<file path="src/rtl/booth_mul_arbiter_if.sv">
// booth_mul_arbiter_if: requester, response, core and status signals of the shared Booth multiplier arbiter
interface booth_mul_arbiter_if #(parameter int WIDTH = 16);
  logic                 req0_valid, req0_ready;
  logic [WIDTH-1:0]     req0_a, req0_b;
  logic                 rsp0_valid, rsp0_ready;
  logic [2*WIDTH-1:0]   rsp0_prod;
  logic                 req1_valid, req1_ready;
  logic [WIDTH-1:0]     req1_a, req1_b;
  logic                 rsp1_valid, rsp1_ready;
  logic [2*WIDTH-1:0]   rsp1_prod;
  logic                 core_start;
  logic [WIDTH:0]       core_a, core_b;
  logic                 core_done;
  logic [2*WIDTH+1:0]   core_prod;
  logic                 err_timeout;
  modport slave (
    input  req0_valid, req0_a, req0_b, rsp0_ready,
    input  req1_valid, req1_a, req1_b, rsp1_ready,
    input  core_done, core_prod,
    output req0_ready, rsp0_valid, rsp0_prod,
    output req1_ready, rsp1_valid, rsp1_prod,
    output core_start, core_a, core_b, err_timeout
  );
  modport master (
    output req0_valid, req0_a, req0_b, rsp0_ready,
    output req1_valid, req1_a, req1_b, rsp1_ready,
    output core_done, core_prod,
    input  req0_ready, rsp0_valid, rsp0_prod,
    input  req1_ready, rsp1_valid, rsp1_prod,
    input  core_start, core_a, core_b, err_timeout
  );
endinterface

</file>
<file path="src/rtl/booth_mul_arbiter.sv">
// booth_mul_arbiter: round-robin sharing of one sequential Booth multiplier core between two requesters
module booth_mul_arbiter #(
  parameter int WIDTH   = 16,
  parameter int TIMEOUT = 40
) (
  input logic clk,
  input logic rst,
  booth_mul_arbiter_if.slave bus
);
  localparam int CW = $clog2(TIMEOUT);
  typedef enum logic [1:0] {IDLE, ISSUE, WAIT, RESP} state_t;
  state_t             state_q, state_d;
  logic               prio_q, owner_q, err_q;
  logic [WIDTH-1:0]   a_q, b_q;
  logic [2*WIDTH-1:0] prod_q;
  logic [CW-1:0]      cnt_q;
  logic               gnt0, gnt1, timeout, rsp_hs;
  assign gnt0    = bus.req0_valid & (~bus.req1_valid | ~prio_q);
  assign gnt1    = bus.req1_valid & (~bus.req0_valid | prio_q);
  assign timeout = cnt_q == CW'(TIMEOUT - 1);
  assign rsp_hs  = (state_q == RESP) & (owner_q ? bus.rsp1_ready : bus.rsp0_ready);
  assign bus.core_a      = {1'b0, a_q};
  assign bus.core_b      = {1'b0, b_q};
  assign bus.err_timeout = err_q;
  // next state and handshake outputs; operands stay zero-extended so signed Booth gives the unsigned product
  always_comb begin
    state_d        = state_q;
    bus.req0_ready = 1'b0;
    bus.req1_ready = 1'b0;
    bus.core_start = 1'b0;
    bus.rsp0_valid = 1'b0;
    bus.rsp1_valid = 1'b0;
    bus.rsp0_prod  = '0;
    bus.rsp1_prod  = '0;
    unique case (state_q)
      IDLE: begin
        bus.req0_ready = gnt0;
        bus.req1_ready = gnt1;
        state_d        = (gnt0 | gnt1) ? ISSUE : IDLE;
      end
      ISSUE: begin
        bus.core_start = 1'b1;
        state_d        = WAIT;
      end
      WAIT: state_d = (bus.core_done | timeout) ? RESP : WAIT;
      RESP: begin
        bus.rsp0_valid = ~owner_q;
        bus.rsp1_valid = owner_q;
        bus.rsp0_prod  = owner_q ? '0 : prod_q;
        bus.rsp1_prod  = owner_q ? prod_q : '0;
        state_d        = rsp_hs ? IDLE : RESP;
      end
      default: state_d = IDLE;
    endcase
  end
  // state register, operand/owner capture, watchdog counter and sticky error
  always_ff @(posedge clk) begin
    if (rst) begin
      state_q <= IDLE;
      prio_q  <= 1'b0;
      owner_q <= 1'b0;
      err_q   <= 1'b0;
      a_q     <= '0;
      b_q     <= '0;
      prod_q  <= '0;
      cnt_q   <= '0;
    end else begin
      state_q <= state_d;
      unique case (state_q)
        IDLE: if (gnt0 | gnt1) begin
          owner_q <= gnt1;
          a_q     <= gnt1 ? bus.req1_a : bus.req0_a;
          b_q     <= gnt1 ? bus.req1_b : bus.req0_b;
        end
        ISSUE: cnt_q <= '0;
        WAIT: begin
          if (bus.core_done) prod_q <= bus.core_prod[2*WIDTH-1:0];
          else if (timeout) begin
            err_q  <= 1'b1;
            prod_q <= '0;
          end else cnt_q <= cnt_q + 1'b1;
        end
        RESP: if (rsp_hs) prio_q <= ~owner_q;
        default: ;
      endcase
    end
  end
endmodule
</file>
<file path="src/flat_wrapper.sv">
// flat-port wrapper written by rule: the top's interface ports become plain ports
module booth_mul_arbiter_flat 
#(
  parameter int WIDTH   = 16,
  parameter int TIMEOUT = 40
)
  (clk, rst, bus_req0_valid, bus_req0_a, bus_req0_b, bus_rsp0_ready, bus_req1_valid, bus_req1_a, bus_req1_b, bus_rsp1_ready, bus_core_done, bus_core_prod, bus_req0_ready, bus_rsp0_valid, bus_rsp0_prod, bus_req1_ready, bus_rsp1_valid, bus_rsp1_prod, bus_core_start, bus_core_a, bus_core_b, bus_err_timeout);
  booth_mul_arbiter_if #(.WIDTH(WIDTH)) bus_i ();
  input logic clk;
  input logic rst;
  input wire logic [$bits(bus_i.req0_valid)-1:0] bus_req0_valid;
  input wire logic [$bits(bus_i.req0_a)-1:0] bus_req0_a;
  input wire logic [$bits(bus_i.req0_b)-1:0] bus_req0_b;
  input wire logic [$bits(bus_i.rsp0_ready)-1:0] bus_rsp0_ready;
  input wire logic [$bits(bus_i.req1_valid)-1:0] bus_req1_valid;
  input wire logic [$bits(bus_i.req1_a)-1:0] bus_req1_a;
  input wire logic [$bits(bus_i.req1_b)-1:0] bus_req1_b;
  input wire logic [$bits(bus_i.rsp1_ready)-1:0] bus_rsp1_ready;
  input wire logic [$bits(bus_i.core_done)-1:0] bus_core_done;
  input wire logic [$bits(bus_i.core_prod)-1:0] bus_core_prod;
  output wire logic [$bits(bus_i.req0_ready)-1:0] bus_req0_ready;
  output wire logic [$bits(bus_i.rsp0_valid)-1:0] bus_rsp0_valid;
  output wire logic [$bits(bus_i.rsp0_prod)-1:0] bus_rsp0_prod;
  output wire logic [$bits(bus_i.req1_ready)-1:0] bus_req1_ready;
  output wire logic [$bits(bus_i.rsp1_valid)-1:0] bus_rsp1_valid;
  output wire logic [$bits(bus_i.rsp1_prod)-1:0] bus_rsp1_prod;
  output wire logic [$bits(bus_i.core_start)-1:0] bus_core_start;
  output wire logic [$bits(bus_i.core_a)-1:0] bus_core_a;
  output wire logic [$bits(bus_i.core_b)-1:0] bus_core_b;
  output wire logic [$bits(bus_i.err_timeout)-1:0] bus_err_timeout;
  assign bus_i.req0_valid = bus_req0_valid;
  assign bus_i.req0_a = bus_req0_a;
  assign bus_i.req0_b = bus_req0_b;
  assign bus_i.rsp0_ready = bus_rsp0_ready;
  assign bus_i.req1_valid = bus_req1_valid;
  assign bus_i.req1_a = bus_req1_a;
  assign bus_i.req1_b = bus_req1_b;
  assign bus_i.rsp1_ready = bus_rsp1_ready;
  assign bus_i.core_done = bus_core_done;
  assign bus_i.core_prod = bus_core_prod;
  assign bus_req0_ready = bus_i.req0_ready;
  assign bus_rsp0_valid = bus_i.rsp0_valid;
  assign bus_rsp0_prod = bus_i.rsp0_prod;
  assign bus_req1_ready = bus_i.req1_ready;
  assign bus_rsp1_valid = bus_i.rsp1_valid;
  assign bus_rsp1_prod = bus_i.rsp1_prod;
  assign bus_core_start = bus_i.core_start;
  assign bus_core_a = bus_i.core_a;
  assign bus_core_b = bus_i.core_b;
  assign bus_err_timeout = bus_i.err_timeout;
  booth_mul_arbiter #(.WIDTH(WIDTH), .TIMEOUT(TIMEOUT)) u_core (.clk(clk), .rst(rst), .bus(bus_i));
endmodule
</file>
<file path="config.mk">
export PLATFORM = sky130hd
export DESIGN_NAME = booth_mul_arbiter_flat
export DESIGN_NICKNAME = d
export VERILOG_FILES = /design/src/rtl/booth_mul_arbiter_if.sv /design/src/rtl/booth_mul_arbiter.sv /design/src/flat_wrapper.sv
export SDC_FILE = /design/constraint.sdc
export NUM_CORES = 1
export LEC_CHECK = 0
export ABC_AREA = 1
export BUFFER_PORTS_ARGS = -buffer_cell sky130_fd_sc_hd__buf_2
export CAP_MARGIN = 20
export CORE_UTILIZATION = 41
export DETAILED_ROUTE_END_ITERATION = 8
export PLACE_DENSITY_LB_ADDON = 0.05
export RECOVER_POWER = 100
export SLEW_MARGIN = 30
export SYNTH_ARGS = -nofsm -noshare
export SYNTH_HDL_FRONTEND = slang
export SYNTH_SLANG_ARGS = --single-unit
</file>
<file path="constraint.sdc">
create_clock -name clk -period 1.2 [get_ports clk]
set_input_delay 0.18 -clock clk [delete_from_list [all_inputs] [get_ports clk]]
set_output_delay 0.18 -clock clk [all_outputs]
set_load 0.02 [all_outputs]
</file>
==> impl_metrics.ini, run 1 <==
[critical_path]
startpoint_type = flip-flop
crit_required_ns = 1.02
cp.arrival_ns = 1.50
worstSetupEndpointType = output port
cp_max_fo = 7
path_class = reg -> out

[floorplanning]
ios = 209
coreArea_mm2 = 0.008891
row_count = 34
die_y_um = 98.76
initial_core_util = 0.4317
dieWidth_um = 98.76
die_area_mm2 = 0.009754

[route]
route.vias.total = 5111
firstDrtPassIters = 5
drt_iter0_drc = 255
drc_errors = 0
wirelength_um = 17960
ant_nets = 0
vias_per_cell = 5.403
wl_per_cell_um = 18.98

[sta]
skew_ns = 0.01095
post-route-period-util = 1.402
timing.hold.ws_ns = 0.09011
period_needed_ns = 1.683
slew_viol_final = 0
rsz0062_at_grt = yes
finalSetupViolations = 142
hold_violations = 0
setup_ws_ns = -0.4826
max_freq_ghz = 0.5943

[logic_synthesis]
synth_adder_area_share = 0.003259
synth_seq_area_share = 0.3911
syn_area_mm2 = 0.003839
synth_compound_area_frac = 0.1473
synthSimpleGateAreaFrac = 0.3074
ys_async_sr_fraction = 0
ys_types = 28
ys.flop_type = dfxtp_1
synthMuxAreaShare = 0
synthCells = 587
yosysWarnings = 0
synth_top_family_by_area = simple AND/OR/NAND/NOR gates
synth_seq_cells = 75
syn_avg_cell_area_um2 = 6.539
synth_edf_count = 0
synthXorXnorAreaFrac = 0

[layout]
nNetsFinal = 938
areaGrowthSynthToFinish_pct = 98.31
most-common-layout-cells = buf_2 (117), buf_6 (78), inv_1 (72), nor2_1 (72), nand2_1 (70)
final_common_cell = buf_2
final_area_mm2 = 0.007612
final_util = 0.8562
layout-drive-gt1-share = 0.5830

[placement]
placed_area_mm2 = 0.005514
gp_congestion = 0.8870
place_hpwl_um = 8019
dp_slack_ns = -0.1315
port-buffer-count = 204

[clocking]
clock_path_buffers = 2
clk_latency_ns = 0.35
path_clk_slew_ns = 0.08
root_buffer = clkbuf_8
cts.sinks = 75
htree_levels = 3
cts_buffers = 9
cts_tree = built
cts_hold_buf = 0

[grt]
grt_use_met3 = 0.08794
grt_max_degree = 61
gr-total-overflow = 0
grt_usage = 0.3058
top_usage_layer = met2
antenna_found_initial = 1
met2_usage = 0.5718
use_met1 = 0.3022
grt_pass1_wl_um = 23610
first_global_vias = 4952

[outcome]
status = finished with violations
violations = negative setup slack

[pwr]
pwr_density_cell_mw_per_mm2 = 979.1
ir_drop_v = 0.0009069
p_leak_nw = 3.192

[flow_run]
cap_violations = 0

[min_path]
hold_class = in -> reg
[critical path: stages, from the launching register on]
cell	delay, ns
dfxtp_4	0.38
nand2_4	0.08
nor2_4	0.16
inv_4	0.09
clkbuf_16	0.19
nor2_2	0.10
buf_4	0.15
[layer usage]
layer / wire length [um] / vias up
li1: - / 2324
met1: 6306 / 2374
met2: 9172 / 334
met3: 1500 / 79
met4: 978 / 0
met5: 0 / -
[final cells by class]
class / instances / area, um2
Antenna cell: 1 / 2.502
Clock buffer: 12 / 155.1
Clock inverter: 4 / 48.80
Fill cell: 466 / 1279
Inverter: 84 / 350.3
Multi-Input combinational cell: 391 / 2915
Sequential cell: 75 / 1516
Tap cell: 108 / 135.1
Timing Repair Buffer: 271 / 2489
[stage by stage]
step	power (mW)	instances	TNS [ns]
2_1_floorplan	3.903	588	-1.189
3_3_place_gp	4.509	895	-1.550
3_5_place_dp	4.544	895	-3.432
4_1_cts	6.966	939	-34.59
5_1_grt	7.752	946	-49.31
6_report	7.453	946	-43.00
[synthesized netlist by cell type (2+ instances only)]
library cell / number / area share
nor2_2: 5 / 0.0081
nand3_1: 34 / 0.044
nor2_4: 2 / 0.0059
o21ai_0: 59 / 0.077
a21oi_1: 40 / 0.052
buf_4: 9 / 0.018
nand3_2: 7 / 0.018
nand2_2: 5 / 0.0081
nor2_1: 137 / 0.13
o21ai_1: 8 / 0.010
buf_2: 11 / 0.014
dfxtp_1: 75 / 0.39
nor3_1: 2 / 0.0026
nand2_1: 81 / 0.079
nand4_1: 2 / 0.0033
clkbuf_1: 9 / 0.0088
inv_2: 5 / 0.0049
buf_6: 8 / 0.023
inv_1: 79 / 0.077
[where the power goes]
part           internal, mW  switching [mW]  total, mW  leakage, nW
Clock                  1.07            1.01       2.08        0.106
Sequential             2.72           0.196       2.92        0.618
Combinational          1.05            1.40       2.45         2.47
Total                  4.85            2.61       7.45         3.19
[cell families after synthesis]
group / count (synthesis)
compound gates: 111
fa+ha+maj: 1
buf+inv: 122
other cells: 1
flops: 75
simple gates: 277
[timing repair]
action                     4_1_cts  5_1_grt
resized for setup              262      128
buffers inserted                17       10
cloned                          11        4
setup endpoints to repair      110      142
pin swaps                       17       23
[sequential cells by signal, indices dropped and copies added (netlist names)]
name	count
u_core.prod_q	32
u_core.a_q	16
u_core.b_q	16
u_core.cnt_q	6
u_core.state_q	2
u_core.bus.err_timeout	1
u_core.owner_q	1
u_core.prio_q	1
[final timing paths]
kind | startpoint | end | slack (ns) | cells after the start
setup / recovery | u_core.state_q[0] | bus_rsp0_prod[31] | -0.48 | 6
hold / removal | bus_core_prod[29] | u_core.prod_q[29] | 0.09 | 3
setup reg to reg | u_core.state_q[0] | u_core.prod_q[14] | -0.39 | 11
hold reg to reg | u_core.prod_q[0] | u_core.prod_q[0] | 0.49 | 2
(Power assumes the default switching activity.)
==> run 2: changes to the inputs <==
--- a/config.mk
+++ b/config.mk
@@ -8,10 +8,12 @@
 export ABC_AREA = 1
 export BUFFER_PORTS_ARGS = -buffer_cell sky130_fd_sc_hd__buf_2
 export CAP_MARGIN = 20
+export CORE_ASPECT_RATIO = 1.2
 export CORE_UTILIZATION = 41
 export DETAILED_ROUTE_END_ITERATION = 8
 export PLACE_DENSITY_LB_ADDON = 0.05
 export RECOVER_POWER = 100
+export SETUP_SLACK_MARGIN = 0.2
 export SLEW_MARGIN = 30
 export SYNTH_ARGS = -nofsm -noshare
 export SYNTH_HDL_FRONTEND = slang
==> impl_metrics.ini, run 2 (synthesis results as in run 1) <==
[outcome]
status = finished with violations
violations = negative setup slack

[pwr]
intPower_mw = 5.110
p_leak_nw = 3.543
p_seq_frac = 0.373
ir_drop_v = 0.0008533
share_comb_of_total_power = 0.376
netSwitchingFraction = 0.3500
pwr_density_cell_mw_per_mm2 = 960.7
power_frac_clock = 0.251
net-switching-power_mw = 2.752

[placement]
gp_congestion = 0.8392
port-buffer-count = 204
placed_area_mm2 = 0.005698
place_hpwl_um = 8030

[layout]
most-common-layout-cells = buf_2 (103), inv_1 (76), buf_6 (76)
final_area_mm2 = 0.008184
regMostFlops = u_core.prod_q
seq_area_mm2 = 0.001531
final_common_cell = buf_2
largest_reg_flops = 32
multi_input_area_mm2 = 0.002914
fillers = 410
reg_top3 = u_core.prod_q (32), u_core.a_q (16), u_core.b_q (16)
nNetsFinal = 967
areaGrowthSynthToFinish_pct = 113.2
final_util = 0.9012
diodes = 0
layout-drive-gt1-share = 0.6409

[sta]
hold_violations = 0
slew_viol_final = 0
setup_ws_ns = -0.4865
timing.hold.ws_ns = 0.06317
rsz0062_at_grt = yes
skew_ns = 0.02027
max_freq_ghz = 0.5929
period_needed_ns = 1.687
finalSetupViolations = 142
post-route-period-util = 1.405

[clocking]
clk_latency_ns = 0.37
root_buffer = clkbuf_8
path_clk_slew_ns = 0.09
cts.sinks = 75
clock_path_buffers = 2
cts_tree = built
cts_buffers = 9
htree_levels = 3
cts_hold_buf = 0

[floorplanning]
coreArea_mm2 = 0.009081
dieWidth_um = 90.33
die_y_um = 108.0
die_area_mm2 = 0.009755
initial_core_util = 0.4227
row_count = 38
ios = 209

[route]
wirelength_um = 18960
drt_iter0_drc = 234
ant_nets = 0
firstDrtPassIters = 5
route.vias.total = 5323
vias_per_cell = 5.399
drc_errors = 0
wl_per_cell_um = 19.23

[grt]
grt_usage = 0.3181
first_global_vias = 5098
antenna_found_initial = 0
grt_max_degree = 41
grt_pass1_wl_um = 24270
gr-total-overflow = 0

[flow_run]
cap_violations = 0

[critical_path]
crit_required_ns = 1.02
cp.arrival_ns = 1.51
path_class = reg -> out
cp_max_fo = 3
worstSetupEndpointType = output port
startpoint_type = flip-flop
r2r_setup_slack_ns = -0.34

[min_path]
hold_class = in -> reg
-- run 2: cell types whose count changed in the layout (fill, tap and decap cells not counted), moves of 13 or more --
cell,delta
buf_2,-14
buf_4,+46
nand2_1,-28
nand2_2,+13
nand2_4,+14
nand3_2,+14
nand3_4,-13
o21ai_0,-32
o21ai_1,+32
-- run 2: stage by stage --
stage	setup TNS (ns)	power, mW	setup slack [ns]	cells
floorplan	-1.693	4.001	-0.03597	588
detailed placement	-2.768	4.572	-0.07940	904
global placement	-1.348	4.545	-0.05205	904
finish	-43.52	7.862	-0.4865	986
CTS	-35.82	7.372	-0.4184	969
global route	-51.71	8.125	-0.5331	986
-- run 2: routing by layer --
metal / up-vias / GRT usage / wire (um)
met3: 114 / 0.07806 / 1453
li1: 2376 / - / -
met1: 2493 / 0.3028 / 5989
met4: 0 / 0.1774 / 1406
met2: 340 / 0.6232 / 10110
met5: - / 0 / 0
-- run 2: power by group through the flow --
stage               clock network (mW)  registers (mW)  logic (mW)
floorplan                            0            3.10       0.896
global placement                     0            2.90        1.64
detailed placement                   0            2.91        1.66
CTS                               1.96            2.93        2.49
global route                      2.10            2.95        3.07
finish                            1.98            2.93        2.95
-- run 2: layout make-up --
class | count | share of cell area
clock buffer | 15 | 0.02293
clock inverter | 1 | 0.0006115
inverter | 84 | 0.04128
multi-input combinational | 391 | 0.3561
sequential | 75 | 0.1871
tap | 120 | 0.01835
timing repair buffer | 300 | 0.3736
-- run 2: timing repair --
item,4_1_cts,5_1_grt
hold endpoints to repair,0,0
pin swaps,61,51
setup endpoints to repair,177,177
setup buffers,29,16
cloned,20,1
gates resized for setup,345,87
-- run 2: worst paths after layout --
kind,start,end,depth (start not counted)
max,u_core.state_q[1],bus_req1_ready,5
max reg2reg,u_core.state_q[1],u_core.prod_q[21],9
min,bus_core_prod[12],u_core.prod_q[12],3
min reg2reg,u_core.prod_q[30],u_core.prod_q[30],2
-- run 2: worst max-delay path, stage by stage, from the launching register on --
cell and delay, ns:
dfxtp_4 0.37, nor2_2 0.14, inv_1 0.06, or2_2 0.34, inv_2 0.08, buf_4 0.15
==> run 3: changes to the inputs <==
--- a/config.mk
+++ b/config.mk
@@ -5,11 +5,11 @@
 export SDC_FILE = /design/constraint.sdc
 export NUM_CORES = 1
 export LEC_CHECK = 0
-export ABC_AREA = 1
+export ABC_AREA = 0
 export BUFFER_PORTS_ARGS = -buffer_cell sky130_fd_sc_hd__buf_2
 export CAP_MARGIN = 20
 export CORE_ASPECT_RATIO = 1.2
-export CORE_UTILIZATION = 41
+export CORE_UTILIZATION = 40
 export DETAILED_ROUTE_END_ITERATION = 8
 export PLACE_DENSITY_LB_ADDON = 0.05
 export RECOVER_POWER = 100
==> impl_metrics.ini, run 3 <==
[outcome]
status = finished with violations
violations = negative setup slack

[layout]
regMostFlops = u_core.prod_q
reg_top3 = u_core.prod_q (32), u_core.a_q (16), u_core.b_q (16)
diodes = 0
final_area_mm2 = 0.007218
areaGrowthSynthToFinish_pct = 99.27
layout-drive-gt1-share = 0.7044
most-common-layout-cells = buf_6 (124), buf_2 (102), and2_4 (65)
nNetsFinal = 798
largest_reg_flops = 32
final_common_cell = buf_6
stdcell_count = 814

[critical_path]
worst-path-buf-inv = 2
crit_chain = ha_4 > and4bb_2 > a21oi_4 > buf_12 > buf_16 > o21ai_1 > a21oi_1
crit_required_ns = 1.46
cp.arrival_ns = 1.87
max_stage_delay_ns = 0.34
startpoint_type = flip-flop
worstSetupEndpointType = flip-flop
critical-path-slowest-cell = dfxtp_2
critPathTopFamily = compound AO/OA/AOI/OAI gates
path_class = reg -> reg
cp_max_fo = 8

[clocking]
htree_levels = 3
path_clk_slew_ns = 0.08
cts_tree = built
cts.sinks = 75
cts_hold_buf = 0
clk_latency_ns = 0.35
root_buffer = clkbuf_8
cts_buffers = 9
clock_path_buffers = 2

[route]
ant_nets = 0
route.vias.total = 4213
firstDrtPassIters = 4
vias_per_cell = 5.176
drt_iter0_drc = 81
drc_errors = 0
wl_per_cell_um = 16.86
wirelength_um = 13730

[floorplanning]
dieWidth_um = 88.87
row_count = 37
ios = 209
die_area_mm2 = 0.009442
coreArea_mm2 = 0.008703
die_y_um = 106.2
initial_core_util = 0.4162

[logic_synthesis]
syn_avg_cell_area_um2 = 8.365
synth_top_area_share = 0.4145
syn_area_mm2 = 0.003622
synth_most_common_cell = dfxtp_1
synthTopCellsByCount = dfxtp_1 (75), and2_1 (67), nand2_1 (40), nor2_1 (40), a21oi_1 (39)
synth_adder_area_share = 0.003454
synth_edf_count = 0
synth_top_family_by_area = simple AND/OR/NAND/NOR gates
yosys.area.top_type = dfxtp_1
ys_async_sr_fraction = 0
synthMuxAreaShare = 0.09983
synthXorXnorAreaFrac = 0
synthCells = 433
synth_seq_cells = 75
ys.flop_type = dfxtp_1
ys_types = 38
synthTopCellsByArea = dfxtp_1 (41%), and2_1 (12%), mux2i_1 (9.7%)
synth_compound_area_frac = 0.1893
yosysWarnings = 0
synth_seq_area_share = 0.4145
synthSimpleGateAreaFrac = 0.2359

[placement]
gp_congestion = 0.7729
dp_slack_ns = -0.2190
place_inst = 753
place_hpwl_um = 7235
placed_area_mm2 = 0.005231
port-buffer-count = 204

[pwr]
p_leak_nw = 3.272
ir_drop_v = 0.001214
pwr_density_cell_mw_per_mm2 = 1129

[sta]
period_needed_ns = 1.605
skew_ns = 0.009680
rsz0062_at_grt = yes
slew_viol_final = 0
finalSetupViolations = 142
hold_violations = 0
max_freq_ghz = 0.6229
post-route-period-util = 1.338
timing.hold.ws_ns = 0.06770
setup_ws_ns = -0.4054

[grt]
grt_pass1_wl_um = 18400
gr-total-overflow = 0
grt_max_degree = 33
antenna_found_initial = 0
grt_usage = 0.2509
first_global_vias = 3973

[flow_run]
cap_violations = 0

[min_path]
hold_class = in -> reg
[run 3: worst paths after layout]
path                                        start  depth (start not counted)  slack (ns)                end
worst max-delay path              u_core.cnt_q[0]                          7       -0.41  u_core.prod_q[12]
worst min-delay path             bus_core_prod[8]                          3        0.07   u_core.prod_q[8]
worst max register to register    u_core.cnt_q[0]                          7       -0.41  u_core.prod_q[12]
worst min register to register  u_core.prod_q[17]                          2        0.48  u_core.prod_q[17]
[run 3: kinds of logic after synthesis]
logic type      after synthesis
compound gates              113
flops                        75
buf+inv                      40
other cells                   1
fa+ha+maj                     1
mux                          36
simple gates                167
[run 3: through the flow]
step           setup TNS (ns)    util  power [mW]
4_1_cts                -43.29  0.7708       7.755
3_3_place_gp           -9.994  0.6011       4.497
2_1_floorplan          -4.640       -       3.957
3_5_place_dp           -12.98  0.6011       4.532
5_1_grt                -52.27  0.8294       8.493
6_report               -45.22  0.8294       8.152
[run 3: worst reg2reg max path: stages (launching register included)]
cell and delay (ns):
dfxtp_2 0.34, ha_4 0.15, and4bb_2 0.25, a21oi_4 0.24, buf_12 0.15, buf_16 0.13, o21ai_1 0.08, a21oi_1 0.18
[run 3: cell type report]
cell class | count | area (um2)
clock buffer | 12 | 145.1
tap | 117 | 146.4
sequential | 75 | 1553
clock inverter | 4 | 96.34
inverter | 4 | 17.52
fill | 517 | 1485
multi-input combinational | 319 | 2560
timing repair buffer | 283 | 2700
[run 3: power by group]
part | total (mW) | leakage [nW] | switching, mW | internal [mW]
Sequential | 2.95 | 0.627 | 0.203 | 2.75
Combinational | 2.85 | 2.52 | 1.34 | 1.51
Clock | 2.35 | 0.121 | 0.911 | 1.44
[run 3: metal layers]
layer | track usage | vias up | part of all wire
li1 | - | 2009 | -
met2 | 0.4742 | 185 | 0.55
met5 | 0 | - | 0
met4 | 0.08065 | 0 | 0.026
met3 | 0.05978 | 41 | 0.061
met1 | 0.2651 | 1978 | 0.36
[run 3: timing repair]
| item | CTS | global route |
|---|---|---|
| gates cloned | 8 | 2 |
| gates resized for setup | 272 | 104 |
| pin swaps | 38 | 41 |
| endpoints found under the setup margin | 177 | 176 |
| buffers inserted | 25 | 10 |
